`config.mk`:
```
export PLATFORM = sky130hd
export DESIGN_NAME = csr_wr_sched
export DESIGN_NICKNAME = d
export VERILOG_FILES = /design/src/rtl/csr_wr_sched_pkg.sv /design/src/rtl/csr_pend_fifo.sv /design/src/rtl/csr_wr_sched.sv
export SDC_FILE = /design/constraint.sdc
export NUM_CORES = 1
export LEC_CHECK = 0
export ABC_AREA = 1
export BUFFER_PORTS_ARGS = -buffer_cell sky130_fd_sc_hd__buf_2
export CAP_MARGIN = 20
export CORE_MARGIN = 1
export CORE_UTILIZATION = 30
export CTS_CLUSTER_DIAMETER = 60
export DETAILED_ROUTE_END_ITERATION = 8
export PLACE_DENSITY = 0.57
export SLEW_MARGIN = 20
export SYNTH_ARGS = -nofsm -noshare
export SYNTH_HDL_FRONTEND = slang
export SYNTH_SLANG_ARGS = --single-unit
```
`constraint.sdc`:
```
create_clock -name clk_in -period 8.5 [get_ports clk_in]
set_input_delay 1.275 -clock clk_in [delete_from_list [all_inputs] [get_ports clk_in]]
set_output_delay 1.275 -clock clk_in [all_outputs]
set_load 0.02 [all_outputs]
```
`src/rtl/csr_wr_sched_pkg.sv`:
```
// Shared CSR definitions for the write-port scheduler: the machine-mode trap
// CSR addresses and the trap-entry sequencer state encoding.
package csr_wr_sched_pkg;

    localparam int CSR_AW = 12;

    localparam logic [CSR_AW-1:0] CSR_MSTATUS = 12'h300;
    localparam logic [CSR_AW-1:0] CSR_MEPC    = 12'h341;
    localparam logic [CSR_AW-1:0] CSR_MCAUSE  = 12'h342;
    localparam logic [CSR_AW-1:0] CSR_MTVAL   = 12'h343;

    typedef enum logic [2:0] {
        IDLE,
        W_MEPC,
        W_MCAUSE,
        W_MTVAL,
        W_MSTATUS,
        DONE
    } trap_state_e;

endpackage

```
`src/rtl/csr_pend_fifo.sv`:
```
// In-order FIFO of CSR addresses with writes still in flight between EXE and
// WB. Every valid entry is compared against cmp_addr in parallel so the
// scheduler can flag read-after-write hazards in a single cycle.
module csr_pend_fifo #(
    parameter int DEPTH = 2,
    parameter int AW    = 12
) (
    input  logic          clk_in,
    input  logic          reset_in,
    input  logic          push,
    input  logic          pop,
    input  logic          flush,
    input  logic [AW-1:0] push_addr,
    input  logic [AW-1:0] cmp_addr,
    output logic [AW-1:0] head_addr,
    output logic          full,
    output logic          empty,
    output logic          match
);

    localparam int PW = $clog2(DEPTH);

    logic [AW-1:0]    mem [DEPTH];
    logic [DEPTH-1:0] valid;
    logic [PW-1:0]    wr_ptr;
    logic [PW-1:0]    rd_ptr;
    logic             push_en;
    logic             pop_en;

    assign full      = &valid;
    assign empty     = ~|valid;
    assign head_addr = mem[rd_ptr];

    // A pop frees the head in the same cycle, so a push into a full FIFO is
    // legal when it coincides with a pop. Flush wins over a same-cycle push.
    assign pop_en  = pop & ~empty;
    assign push_en = push & ~flush & (~full | pop_en);

    // Pointer and valid-bit update; the push assignment follows the pop so a
    // full-FIFO swap on the same slot leaves it valid.
    always_ff @(posedge clk_in or posedge reset_in) begin
        if (reset_in) begin
            valid  <= '0;
            wr_ptr <= '0;
            rd_ptr <= '0;
        end else if (flush) begin
            valid  <= '0;
            wr_ptr <= '0;
            rd_ptr <= '0;
        end else begin
            if (pop_en) begin
                valid[rd_ptr] <= 1'b0;
                rd_ptr        <= rd_ptr + PW'(1);
            end
            if (push_en) begin
                valid[wr_ptr] <= 1'b1;
                wr_ptr        <= wr_ptr + PW'(1);
            end
        end
    end

    // Address storage.
    always_ff @(posedge clk_in or posedge reset_in) begin
        if (reset_in) begin
            for (int i = 0; i < DEPTH; i++) begin
                mem[i] <= '0;
            end
        end else if (push_en) begin
            mem[wr_ptr] <= push_addr;
        end
    end

    // Parallel hazard compare across all valid entries.
    always_comb begin
        match = 1'b0;
        for (int i = 0; i < DEPTH; i++) begin
            if (valid[i] && (mem[i] == cmp_addr)) begin
                match = 1'b1;
            end
        end
    end

    // Upstream must stall rather than push into a full FIFO.
    a_no_overflow: assert property (@(posedge clk_in) disable iff (reset_in)
        !(push && !flush && full && !pop_en));

endmodule

```
`src/rtl/csr_wr_sched.sv`:
```
// CSR write-port scheduler: arbitrates trap burst > WB > debug onto a single
// registered write port, and tracks in-flight CSR writes for read hazards.
//
// Trap-entry FSM
//   state     | meaning
//   IDLE      | no burst; trap_req is accepted and operands captured
//   W_MEPC    | issue write of captured pc to mepc
//   W_MCAUSE  | issue write of captured cause to mcause
//   W_MTVAL   | issue write of captured tval to mtval
//   W_MSTATUS | issue write of captured mstatus to mstatus
//   DONE      | trap_done pulse; port is free again for WB/debug
module csr_wr_sched
    import csr_wr_sched_pkg::*;
#(
    parameter int RSZ        = 32,
    parameter int PEND_DEPTH = 2
) (
    input  logic              clk_in,
    input  logic              reset_in,
    input  logic [CSR_AW-1:0] exe_csr_addr,
    input  logic              exe_is_csr,
    input  logic              exe_csr_wr,
    input  logic              exe_adv,
    input  logic              flush,
    output logic              csr_rd_avail,
    input  logic              wb_req,
    input  logic [CSR_AW-1:0] wb_addr,
    input  logic [RSZ-1:0]    wb_data,
    output logic              wb_gnt,
    input  logic              trap_req,
    input  logic [RSZ-1:0]    trap_pc,
    input  logic [RSZ-1:0]    trap_cause,
    input  logic [RSZ-1:0]    trap_tval,
    input  logic [RSZ-1:0]    trap_mstatus,
    output logic              trap_busy,
    output logic              trap_done,
    input  logic              dbg_req,
    input  logic [CSR_AW-1:0] dbg_addr,
    input  logic [RSZ-1:0]    dbg_data,
    output logic              dbg_gnt,
    output logic              csr_we,
    output logic [CSR_AW-1:0] csr_waddr,
    output logic [RSZ-1:0]    csr_wdata
);

    trap_state_e       state_q;
    trap_state_e       state_d;
    logic [RSZ-1:0]    pc_q;
    logic [RSZ-1:0]    cause_q;
    logic [RSZ-1:0]    tval_q;
    logic [RSZ-1:0]    mstatus_q;
    logic              trap_accept;
    logic              trap_wr;
    logic [CSR_AW-1:0] trap_waddr;
    logic [RSZ-1:0]    trap_wdata;
    logic              gnt_block;
    logic              wr_en_d;
    logic [CSR_AW-1:0] waddr_d;
    logic [RSZ-1:0]    wdata_d;
    logic              fifo_push;
    logic              fifo_full;
    logic              fifo_empty;
    logic              fifo_match;
    logic [CSR_AW-1:0] fifo_head;

    assign trap_accept = (state_q == IDLE) && trap_req;
    assign trap_busy   = (state_q != IDLE);
    assign trap_done   = (state_q == DONE);

    // The port is reserved from the accept cycle through the last burst
    // write; DONE issues no write, so grants resume there.
    assign gnt_block = trap_accept | trap_wr;
    assign wb_gnt    = wb_req & ~gnt_block;
    assign dbg_gnt   = dbg_req & ~gnt_block & ~wb_req;

    assign fifo_push = exe_is_csr & exe_csr_wr & exe_adv;

    // Trap FSM state register.
    always_ff @(posedge clk_in or posedge reset_in) begin
        if (reset_in) begin
            state_q <= IDLE;
        end else begin
            state_q <= state_d;
        end
    end

    // Trap FSM next state and the burst write for the current state.
    always_comb begin
        state_d    = state_q;
        trap_wr    = 1'b0;
        trap_waddr = '0;
        trap_wdata = '0;
        case (state_q)
            IDLE: begin
                if (trap_req) state_d = W_MEPC;
            end
            W_MEPC: begin
                state_d    = W_MCAUSE;
                trap_wr    = 1'b1;
                trap_waddr = CSR_MEPC;
                trap_wdata = pc_q;
            end
            W_MCAUSE: begin
                state_d    = W_MTVAL;
                trap_wr    = 1'b1;
                trap_waddr = CSR_MCAUSE;
                trap_wdata = cause_q;
            end
            W_MTVAL: begin
                state_d    = W_MSTATUS;
                trap_wr    = 1'b1;
                trap_waddr = CSR_MTVAL;
                trap_wdata = tval_q;
            end
            W_MSTATUS: begin
                state_d    = DONE;
                trap_wr    = 1'b1;
                trap_waddr = CSR_MSTATUS;
                trap_wdata = mstatus_q;
            end
            DONE: begin
                state_d = IDLE;
            end
            default: begin
                state_d = IDLE;
            end
        endcase
    end

    // Snapshot trap operands at acceptance so later input changes are ignored.
    always_ff @(posedge clk_in or posedge reset_in) begin
        if (reset_in) begin
            pc_q      <= '0;
            cause_q   <= '0;
            tval_q    <= '0;
            mstatus_q <= '0;
        end else if (trap_accept) begin
            pc_q      <= trap_pc;
            cause_q   <= trap_cause;
            tval_q    <= trap_tval;
            mstatus_q <= trap_mstatus;
        end
    end

    // Select the winning write for this cycle.
    always_comb begin
        wr_en_d = 1'b0;
        waddr_d = '0;
        wdata_d = '0;
        if (trap_wr) begin
            wr_en_d = 1'b1;
            waddr_d = trap_waddr;
            wdata_d = trap_wdata;
        end else if (wb_gnt) begin
            wr_en_d = 1'b1;
            waddr_d = wb_addr;
            wdata_d = wb_data;
        end else if (dbg_gnt) begin
            wr_en_d = 1'b1;
            waddr_d = dbg_addr;
            wdata_d = dbg_data;
        end
    end

    // Registered write port; address/data hold their last value when idle.
    always_ff @(posedge clk_in or posedge reset_in) begin
        if (reset_in) begin
            csr_we    <= 1'b0;
            csr_waddr <= '0;
            csr_wdata <= '0;
        end else begin
            csr_we <= wr_en_d;
            if (wr_en_d) begin
                csr_waddr <= waddr_d;
                csr_wdata <= wdata_d;
            end
        end
    end

    csr_pend_fifo #(
        .DEPTH (PEND_DEPTH),
        .AW    (CSR_AW)
    ) u_pend_fifo (
        .clk_in    (clk_in),
        .reset_in  (reset_in),
        .push      (fifo_push),
        .pop       (wb_gnt),
        .flush     (flush),
        .push_addr (exe_csr_addr),
        .cmp_addr  (exe_csr_addr),
        .head_addr (fifo_head),
        .full      (fifo_full),
        .empty     (fifo_empty),
        .match     (fifo_match)
    );

    // A read is unsafe while its address is in flight, while the scoreboard
    // cannot track more, during a trap burst, or while the registered write
    // to that address has not yet landed in the CSR file.
    assign csr_rd_avail = ~(fifo_match | fifo_full | trap_busy |
                            (csr_we & (csr_waddr == exe_csr_addr)));

    // WB retires CSR writes strictly in EXE order.
    a_wb_in_order: assert property (@(posedge clk_in) disable iff (reset_in)
        wb_gnt |-> (!fifo_empty && (fifo_head == wb_addr)));

endmodule

```
==> metrics.cfg, run 1 <==
[sta]
skew_ns=0.0199
hold_slack_ns=0.494
slew_viol_final=0
setup_viol=0
finalCritPeriodShare_pct=50.5
final.setup.tns_ns=0
rsz0062_at_grt=no
slew_headroom_pct=30.9
tightest_slew_ns=1.03
fmax_mhz=233
min_period_ns=4.29
finalHoldViolCount=0

[global_route]
grt_remaining_overflow=0
grt_usage_pct=18.4
antenna_found_initial=6
grt_pass1_vias=8647
grt_pass1_wl_um=48200
grt_max_degree=193

[route]
ant_nets=0
wl_per_cell_um=16.7
drt_iter0_drc=552
drcViolationCount=0
viasPerCell=4.74
routed_wl_um=31400
first_pass_iters=5
vias=8925

[run]
maxCapViolCount=0

[synth]
synth.area.mux_share_pct=7.30
synth_top_family_by_area=simple AND/OR/NAND/NOR gates
ys_seq_elements=204
ys.flop_type=dfrtp_1
syn-mean-instance-area_um2=8.52
yosysWarningCount=0
synth_adder_area_share_pct=0
synth_edf_count=0
synthCells=1158
syn-cell-area_um2=9870
ys_seq_area_share_pct=51.7
synth_nets=1395
synth-simple-area-share_pct=24.6
async_flop_share_pct=100
synth_xor_area_share_pct=0.355
ys_types=29
synth_compound_area_share_pct=7.68

[final_layout]
area_delta_synth_final_pct=26.4
drive_above_1_share_pct=29.2
n_fill_cell=3381
final_nets=1654

[clock_tree]
cts_resized=0
cts_root_buf=clkbuf_16
clk_latency_ns=0.55
numCtsBuffers=27
postCtsSetupBuffers=0
clockBufferDepth=3
holdBufCountCts=0
cts_tree=done
clock_sinks=204
path_clk_slew_ns=0.05
h-tree-depth=1

[critical_path]
worstPathMaxFanout=38
crit_required_ns=7.22
crit_arrival_ns=3.02
end_kind=output pin
cp-start-kind=primary input
path_class=primary input to output pin

[floorplanning]
dieArea_um2=33600
num_io_pins=287
start_util_pct=30.4
row_count=66
chipWidth_um=183
dieHeight_um=183
core_area_um2=32500

[pwr]
ir_drop_uv=181
power_density_nw_per_um2=355
p_int_uw=2690
combPwrFrac_pct=37.9
leakagePower_uw=0.00604
seqPwrFrac_pct=37.2
p_clk_share_pct=24.9
power_switching_uw=1740
swShare_pct=39.3

[run_status]
outcome=finished, final reports clean

[placed_design]
port_buffers=286
post-dp-hpwl_um=21500
gp_congestion=0.820

[min_path]
min_path_type=flip-flop to flip-flop

per-layer routing:
metal / GRT usage [%] / wire [µm] / share of wire, %
met4: 4.73 / 740 / 2.4
met2: 30.5 / 14700 / 47
met5: 0 / 37 / 0.12
met1: 23.8 / 13500 / 43
met3: 4.86 / 2380 / 7.6
placed cells by master, fill, tap and decap left out, drive strengths merged, types with 4 or more instances in the layout:
| cell type | netlist | routed |
|---|---|---|
| a21oi | 4 | 4 |
| buf | 39 | 295 |
| clkbuf | 26 | 37 |
| clkinv | 1 | 6 |
| dfrtp | 204 | 204 |
| inv | 117 | 120 |
| mux2 | 64 | 64 |
| nand2 | 343 | 343 |
| nand3 | 55 | 55 |
| nand4 | 94 | 94 |
| nor2 | 61 | 61 |
| o21ai | 136 | 136 |
| xnor2 | 4 | 4 |
worst max-delay path: stages:
cell and delay [ns]:
buf_2 0.11, inv_1 0.10, nand3_1 0.13, nand2_2 0.71
nand2_1 0.21, nor2_4 0.26, buf_2 0.21
registers in the layout, indices dropped and copies added, names as in the netlist:
register	flops
cause_q	32
u_pend_fifo.valid	2
pc_q	32
state_q	3
u_pend_fifo.wr_ptr	1
csr_we	1
csr_waddr	12
u_pend_fifo.mem	24
u_pend_fifo.rd_ptr	1
csr_wdata	32
tval_q	32
mstatus_q	32
cells in the mapped netlist, types with 3 or more instances:
master      n  area share [%]
inv_1     115             4.4
buf_2      24             1.2
o21ai_2     3            0.27
buf_4       3            0.23
buf_6      12             1.4
nand2_1   341              13
nor2_1     58             2.2
nand4_1    94             6.0
o21ai_0   133             6.7
dfrtp_1   204              52
xnor2_1     4            0.35
mux2_2     64             7.3
clkbuf_1   26            0.99
nand3_1    54             2.7
a21oi_1     4            0.20
kinds of logic after synthesis:
| family | Yosys count |
|---|---|
| flops | 204 |
| simple gates | 557 |
| mux | 64 |
| compound gates | 146 |
| xor+xnor | 4 |
| buf+inv | 183 |
worst paths after layout:
check / start / end / slack, ns / depth (start not counted)
worst min register to register: u_pend_fifo.mem[6]$_DFFE_PP0P_ / u_pend_fifo.mem[6]$_DFFE_PP0P_ / 0.49 / 2
min in group asynchronous: reset_in / csr_waddr[8]$_DFFE_PP0P_ / 0.84 / 2
worst max-delay path: trap_req / dbg_gnt / 4.21 / 7
max in group asynchronous: reset_in / csr_wdata[30]$_DFFE_PP0P_ / 5.93 / 3
worst max register to register: state_q[0]$_DFFE_PP0P_ / u_pend_fifo.mem[11]$_DFFE_PP0P_ / 5.55 / 8
worst min-delay path: u_pend_fifo.mem[6]$_DFFE_PP0P_ / u_pend_fifo.mem[6]$_DFFE_PP0P_ / 0.49 / 2
final cells by class:
type	instances	area [µm²]	share of cell area, %
Antenna cell	3	7.51	0.0602
Sequential cell	204	5100	40.9
Inverter	118	450	3.61
Timing Repair Buffer	295	1510	12.1
Clock buffer	37	753	6.04
Tap cell	442	553	4.43
Clock inverter	11	111	0.893
Multi-Input combinational cell	771	3980	31.9
through the flow:
stage | util, % | cell area [µm²] | setup WS, ns | std cells | total power (µW)
after floorplan | - | 9870 | 1.66 | 1158 | 2820
after global placement | 35.8 | 11600 | 4.25 | 1830 | 3330
after global routing | 38.4 | 12500 | 4.09 | 1880 | 4770
final | 38.4 | 12500 | 4.21 | 1881 | 4430
after CTS | 38.4 | 12500 | 4.20 | 1878 | 4490
after detailed placement | 35.8 | 11600 | 4.21 | 1830 | 3370
power groups by stage:
stage	clock network, µW	logic [µW]	registers (µW)
floorplan	0	1090	1730
global placement	0	1670	1650
detailed placement	0	1710	1660
CTS	1130	1710	1650
global route	1170	1900	1700
finish	1100	1680	1650
(Power assumes the default switching activity.)
==> inputs of run 2 (changes only) <==
- clock period: 8.5 -> 4.42 ns (I/O delays scaled with it)
==> metrics.cfg, run 2 (synthesized netlist as in run 1, its figures left out) <==
[global_route]
antenna_found_initial=5  ; was 6
grt_usage_pct=18.7  ; was 18.4%
grt_pass1_vias=8974  ; was 8647
grt_max_degree=193  ; unchanged
grt_pass1_wl_um=49100  ; was 48200 µm
grt_remaining_overflow=0  ; unchanged

[sta]
slew_headroom_pct=29.0  ; was 30.9%
fmax_mhz=330
tightest_slew_ns=1.06  ; was 1.03 ns
finalHoldViolCount=0  ; unchanged
slew_viol_final=0  ; unchanged
final.setup.tns_ns=0  ; unchanged
rsz0062_at_grt=no  ; unchanged
min_period_ns=3.03
setup_viol=0  ; unchanged
hold_slack_ns=0.247  ; was 0.494 ns
finalCritPeriodShare_pct=68.6
skew_ns=0.0157  ; was 0.0199 ns

[route]
wl_per_cell_um=16.8  ; was 16.7 µm
viasPerCell=4.73  ; was 4.74
first_pass_iters=5  ; unchanged
ant_nets=0  ; unchanged
routed_wl_um=31500  ; was 31400 µm
vias=8897  ; was 8925
drt_iter0_drc=536  ; was 552
drcViolationCount=0  ; unchanged

[pwr]
seqPwrFrac_pct=37.2  ; about the same
finalPower_uw=8560  ; was 4430 µW
p_clk_share_pct=24.9  ; about the same
power_switching_uw=3340  ; was 1740 µW
power_density_nw_per_um2=684  ; was 355 nW/µm²
combPwrFrac_pct=37.9  ; about the same
swShare_pct=39.0  ; was 39.3%
leakagePower_uw=0.00606  ; was 0.00604 µW
ir_drop_uv=380  ; was 181 µV
p_int_uw=5230  ; was 2690 µW

[placed_design]
post-place-cells=1832  ; was 1830
port_buffers=286  ; unchanged
gp_congestion=0.859  ; was 0.820
post-dp-hpwl_um=21700  ; was 21500 µm

[critical_path]
end_kind=output pin  ; unchanged
worstPathMaxFanout=20  ; was 38
slowest_stage=dfrtp_1  ; was nand2_2
r2r_start=state_q[0]$_DFFE_PP0P_  ; unchanged
path_class=flip-flop to output pin  ; was primary input to output pin
crit_arrival_ns=2.37  ; was 3.02 ns
cp-start-kind=flip-flop  ; was primary input
crit_required_ns=3.76  ; was 7.22 ns
startpoint=state_q[0]$_DFFE_PP0P_  ; was trap_req
cp_cell_sequence=nor2_2, nand3_1, nand2_2, nand2_1, nor2_4, buf_2  ; was buf_2, inv_1, nand3_1, nand2_2, nand2_1, nor2_4, buf_2
cpPeakStageDelay_ns=0.49  ; was 0.71 ns

[clock_tree]
numCtsBuffers=26  ; was 27
path_clk_slew_ns=0.06  ; was 0.05 ns
postCtsSetupBuffers=0  ; unchanged
clock_sinks=204  ; unchanged
clockBufferDepth=3  ; unchanged
cts_root_buf=clkbuf_16  ; unchanged
h-tree-depth=1  ; unchanged
clk_latency_ns=0.53  ; was 0.55 ns
holdBufCountCts=0  ; unchanged
cts_resized=0  ; unchanged
cts_tree=done  ; unchanged

[floorplanning]
core_area_um2=32500  ; unchanged
num_io_pins=287  ; unchanged
row_count=66  ; unchanged
chipWidth_um=183  ; unchanged
dieArea_um2=33600  ; unchanged
dieHeight_um=183  ; unchanged
start_util_pct=30.4  ; unchanged

[final_layout]
final_common_cell=nand2_1  ; unchanged
multi_input_area_um2=3980  ; unchanged
mostFrequentLayoutCells=nand2_1 (340), buf_2 (286), dfrtp_1 (204)  ; unchanged
regArea_um2=5100  ; unchanged
n_fill_cell=3361  ; was 3381
final_cells=1882  ; was 1881
drive_above_1_share_pct=29.4  ; was 29.2%
area_delta_synth_final_pct=26.9  ; was 26.4%
final_core_util_pct=38.6  ; was 38.4%
final_nets=1655  ; was 1654

[run_status]
outcome=finished, final reports clean  ; unchanged

[min_path]
min_path_type=primary input to asynchronous set/reset pin  ; was flip-flop to flip-flop

[run]
maxCapViolCount=0  ; unchanged

[run 2: metal layers]
metal  track usage (%)  wire length [µm]
met5                 0                23
met4              4.83               733
met3              4.43              2080
met2              30.2             14400
met1              25.0             14300
[run 2: cell type report]
class	count	area share, %
Clock inverter	10	1.01
Clock buffer	36	5.97
Multi-Input combinational cell	771	31.8
Inverter	118	3.57
Tap cell	442	4.42
Timing Repair Buffer	297	12.4
Antenna cell	4	0.0799
Sequential cell	204	40.8
[run 2: through the flow]
| step | setup WS (ns) | area (µm²) |
|---|---|---|
| finish | 1.39 | 12500 |
| global route | 1.23 | 12500 |
| CTS | 1.35 | 12500 |
| detailed placement | 1.61 | 11600 |
| global placement | 1.72 | 11600 |
| floorplan | 1.11 | 9870 |
[run 2: power by group through the flow]
stage / clock network, µW / registers [µW] / logic, µW
CTS: 2200 / 3180 / 3300
finish: 2140 / 3180 / 3240
detailed placement: 0 / 3210 / 3280
global route: 2270 / 3290 / 3660
floorplan: 0 / 3330 / 2090
global placement: 0 / 3200 / 3220
[run 2: final timing paths]
path / to / slack (ns) / depth (start not counted)
setup reg to reg: u_pend_fifo.mem[11]$_DFFE_PP0P_ / 1.85 / 8
max in group asynchronous: csr_wdata[2]$_DFFE_PP0P_ / 3.20 / 3
hold reg to reg: u_pend_fifo.mem[14]$_DFFE_PP0P_ / 0.49 / 2
hold / removal: csr_wdata[23]$_DFFE_PP0P_ / 0.25 / 2
min in group clk_in: u_pend_fifo.valid[0]$_DFF_PP0_ / 0.34 / 2
setup / recovery: dbg_gnt / 1.39 / 6
[run 2: critical path: cells and delay by family, from the launching register on]
family	cells	cell delay (ns)
flip-flops	1	0.49
buffers and inverters	1	0.21
AND/OR/NAND/NOR	5	1.14
==> inputs of run 3 (changes only) <==
- ABC_AREA: 1 -> 0
- PLACE_DENSITY: 0.57 -> 0.59
- clock period: 4.42 -> 2.6 ns (I/O delays scaled with it)
==> metrics.cfg, run 3 <==
[sta]
min_period_ns=2.61
skew_ns=0.00948  ; was 0.0157 ns
finalHoldViolCount=0  ; unchanged
fmax_mhz=383
setup_viol=1  ; was 0
layout_setup_ws_ns=-0.00843  ; was 1.39 ns
slew_headroom_pct=33.4  ; was 29.0%
rsz0062_at_grt=yes  ; was no
finalCritPeriodShare_pct=100
tightest_slew_ns=0.996  ; was 1.06 ns
slew_viol_final=0  ; unchanged

[route]
met3_length_um=2430  ; was 2080 µm
ant_nets=0  ; unchanged
routed_wl_um=30400  ; was 31500 µm
first_pass_iters=5  ; unchanged
met2_length_um=13900  ; was 14400 µm
wl_per_cell_um=20.1  ; was 16.8 µm
top_layer_used=met5  ; unchanged
vias=7469  ; was 8897
drt_iter0_drc=404  ; was 536
viasPerCell=4.94  ; was 4.73
drcViolationCount=0  ; unchanged
wirelength_met1_um=13400  ; was 14300 µm

[synth]
synth_common_cells=dfrtp_1 (204), mux2_2 (161), nand2_1 (57)  ; was nand2_1 (341), dfrtp_1 (204), o21ai_0 (133)
synth_top_area_cell=dfrtp_1  ; unchanged
ys_seq_elements=204  ; unchanged
ys.flop_type=dfrtp_1  ; unchanged
yosysTopAreaCellShare_pct=53.3  ; was 51.7%
synth_area_leaders=dfrtp_1 (53%), mux2_2 (19%), a221oi_1 (3.6%)  ; was dfrtp_1 (52%), nand2_1 (13%), mux2_2 (7.3%)
synthCells=797  ; was 1158
ys_seq_area_share_pct=53.3  ; was 51.7%
syn-cell-area_um2=9570  ; was 9870 µm²
yosysWarningCount=0  ; unchanged
synth_most_common_cell=dfrtp_1  ; was nand2_1
ys_types=46  ; was 29
synth_nets=1034  ; was 1395
synth_edf_count=0  ; unchanged
syn-mean-instance-area_um2=12.0  ; was 8.52 µm²
async_flop_share_pct=100  ; unchanged

[pwr]
ir_drop_uv=637  ; was 380 µV
power_density_nw_per_um2=1250  ; was 684 nW/µm²
finalPower_uw=15900  ; was 8560 µW
leakagePower_uw=0.00565  ; was 0.00606 µW

[min_path]
min_path_type=primary input to flip-flop  ; was primary input to asynchronous set/reset pin
hp-start=wb_addr[4]
hold_path_end=csr_waddr[4]$_DFFE_PP0P_
whs_path_depth=3

[critical_path]
end_kind=output pin  ; unchanged
cp-start-kind=flip-flop  ; unchanged
crit_arrival_ns=2.22  ; was 2.37 ns
crit_required_ns=2.21  ; was 3.76 ns
ff2ff_path_depth=5  ; was 8
r2r_start=state_q[0]$_DFFE_PP0P_  ; unchanged
worstPathMaxFanout=18  ; was 20
rr_endpoint=csr_wdata[10]$_DFFE_PP0P_  ; was u_pend_fifo.mem[11]$_DFFE_PP0P_
path_class=flip-flop to output pin  ; unchanged
r2r_slack_ns=0.36  ; was 1.85 ns
startpoint=state_q[1]$_DFFE_PP0P_  ; was state_q[0]$_DFFE_PP0P_

[global_route]
grt_pass1_vias=7584  ; was 8974
grt_remaining_overflow=0  ; unchanged
grt_max_degree=73  ; was 193
antenna_found_initial=6  ; was 5
grt_usage_pct=18.5  ; was 18.7%
grt_pass1_wl_um=46000  ; was 49100 µm

[clock_tree]
cts_root_buf=clkbuf_16  ; unchanged
cts_tree=done  ; unchanged
h-tree-depth=1  ; unchanged
clock_sinks=204  ; unchanged
path_clk_slew_ns=0.06  ; about the same
clk_latency_ns=0.53  ; about the same
numCtsBuffers=26  ; unchanged
clockBufferDepth=3  ; unchanged

[final_layout]
area_delta_synth_final_pct=32.5  ; was 26.9%
drive_above_1_share_pct=49.4  ; was 29.4%
mostFrequentLayoutCells=buf_2 (284), dfrtp_1 (202), mux2_2 (161)  ; was nand2_1 (340), buf_2 (286), dfrtp_1 (204)
n_fill_cell=3081  ; was 3361
final_nets=1327  ; was 1655
final_cells=1513  ; was 1882
final_common_cell=buf_2  ; was nand2_1

[placed_design]
post-place-cells=1458  ; was 1832
port_buffers=286  ; unchanged
post-dp-hpwl_um=22800  ; was 21700 µm
gp_congestion=0.853  ; was 0.859

[floorplanning]
num_io_pins=287  ; unchanged
row_count=65  ; was 66
dieArea_um2=32600  ; was 33600 µm²
start_util_pct=30.4  ; about the same
core_area_um2=31500  ; was 32500 µm²
chipWidth_um=181  ; was 183 µm
dieHeight_um=181  ; was 183 µm

[run_status]
violations=negative setup slack
outcome=finished, violations left  ; was finished, final reports clean

[run]
maxCapViolCount=0  ; unchanged

-- run 3: cell types whose count changed after synthesis, moves of 33 or more --
cell / delta
mux2_2: +97
a221oi_1: +39
o21ai_0: -100
inv_1: -99
nand3_1: -44
xnor2_1: +33
nand2_1: -284
nand4_1: -88
nor2_1: -33
-- run 3: worst max-delay path by stage --
stage / to / cells past startpoint
2_1_floorplan: cause_q[0]$_DFFE_PP0P_ / 1
6_report: wb_gnt / 5
3_3_place_gp: csr_wdata[10]$_DFFE_PP0P_ / 5
4_1_cts: dbg_gnt / 3
3_5_place_dp: csr_wdata[10]$_DFFE_PP0P_ / 5
5_1_grt: wb_gnt / 5
-- run 3: cells by family (layout without fill, tap and decap cells) --
kind of cell / after synthesis / in the layout / share of synthesized area [%]
AO/OA/AOI/OAI: 156 / 156 / 11.7
XOR/XNOR: 37 / 37 / 3.39
buffers and inverters: 72 / 383 / 3.35
flip-flops: 204 / 204 / 53.3
multiplexers: 172 / 172 / 20.1
other: 0 / 3 / 0
AND/OR/NAND/NOR: 156 / 156 / 8.17
-- run 3: routing by layer --
| layer | GRT usage, % | up-vias |
|---|---|---|
| met1 | 24.9 | 3652 |
| met2 | 29.1 | 258 |
| met3 | 5.84 | 53 |
| li1 | - | 3500 |
| met4 | 4.21 | 6 |
| met5 | 0 | - |
-- run 3: critical path, stage by stage, from the launching register on --
cell	delay, ns
dfrtp_2	0.42
or4_4	0.58
a21bo_4	0.28
inv_4	0.09
buf_12	0.16
buf_4	0.15
-- run 3: power by group --
| part | total (µW) | switching (µW) | internal [µW] |
|---|---|---|---|
| Clock | 3730 | 1410 | 2320 |
| Sequential | 5460 | 793 | 4660 |
| Combinational | 6660 | 3550 | 3110 |
| Total | 15900 | 5760 | 10100 |
-- run 3: final cells by class --
| class | count | area (µm²) | area share, % |
|---|---|---|---|
| multi-input cells | 521 | 4200 | 33.1 |
| clock buffers | 38 | 797 | 6.29 |
| clock inverters | 8 | 106 | 0.839 |
| repair buffers | 320 | 1880 | 14.8 |
| inverters | 17 | 73.8 | 0.582 |
| diodes | 3 | 7.51 | 0.0592 |
| flip-flops and latches | 204 | 5110 | 40.3 |
| well taps | 402 | 503 | 3.97 |
-- run 3: through the flow --
| stage | cell area [µm²] | worst slack, ns | setup TNS (ns) | hold WS [ns] | util [%] |
|---|---|---|---|---|---|
| 6_report | 12700 | -0.00843 | -0.00843 | 0.0555 | 40.3 |
| 4_1_cts | 12600 | -0.0561 | -0.0875 | 0.0358 | 40.1 |
| 2_1_floorplan | 9580 | -0.434 | -88.59 | 0.453 | - |
| 3_3_place_gp | 11700 | 0.341 | 0 | 0.444 | 37.1 |
| 5_1_grt | 12700 | -0.0744 | -0.0744 | 0.0610 | 40.3 |
| 3_5_place_dp | 11700 | 0.345 | 0 | 0.446 | 37.1 |
-- run 3: what timing repair did --
item | 4_1_cts | 5_1_grt
buffers inserted | 0 | 5
pin swaps | 0 | 0
gates resized for setup | 6 | 4
endpoints found under the setup margin | 3 | 4
hold endpoints to repair | 17 | 0
hold buffers | 1 | 0
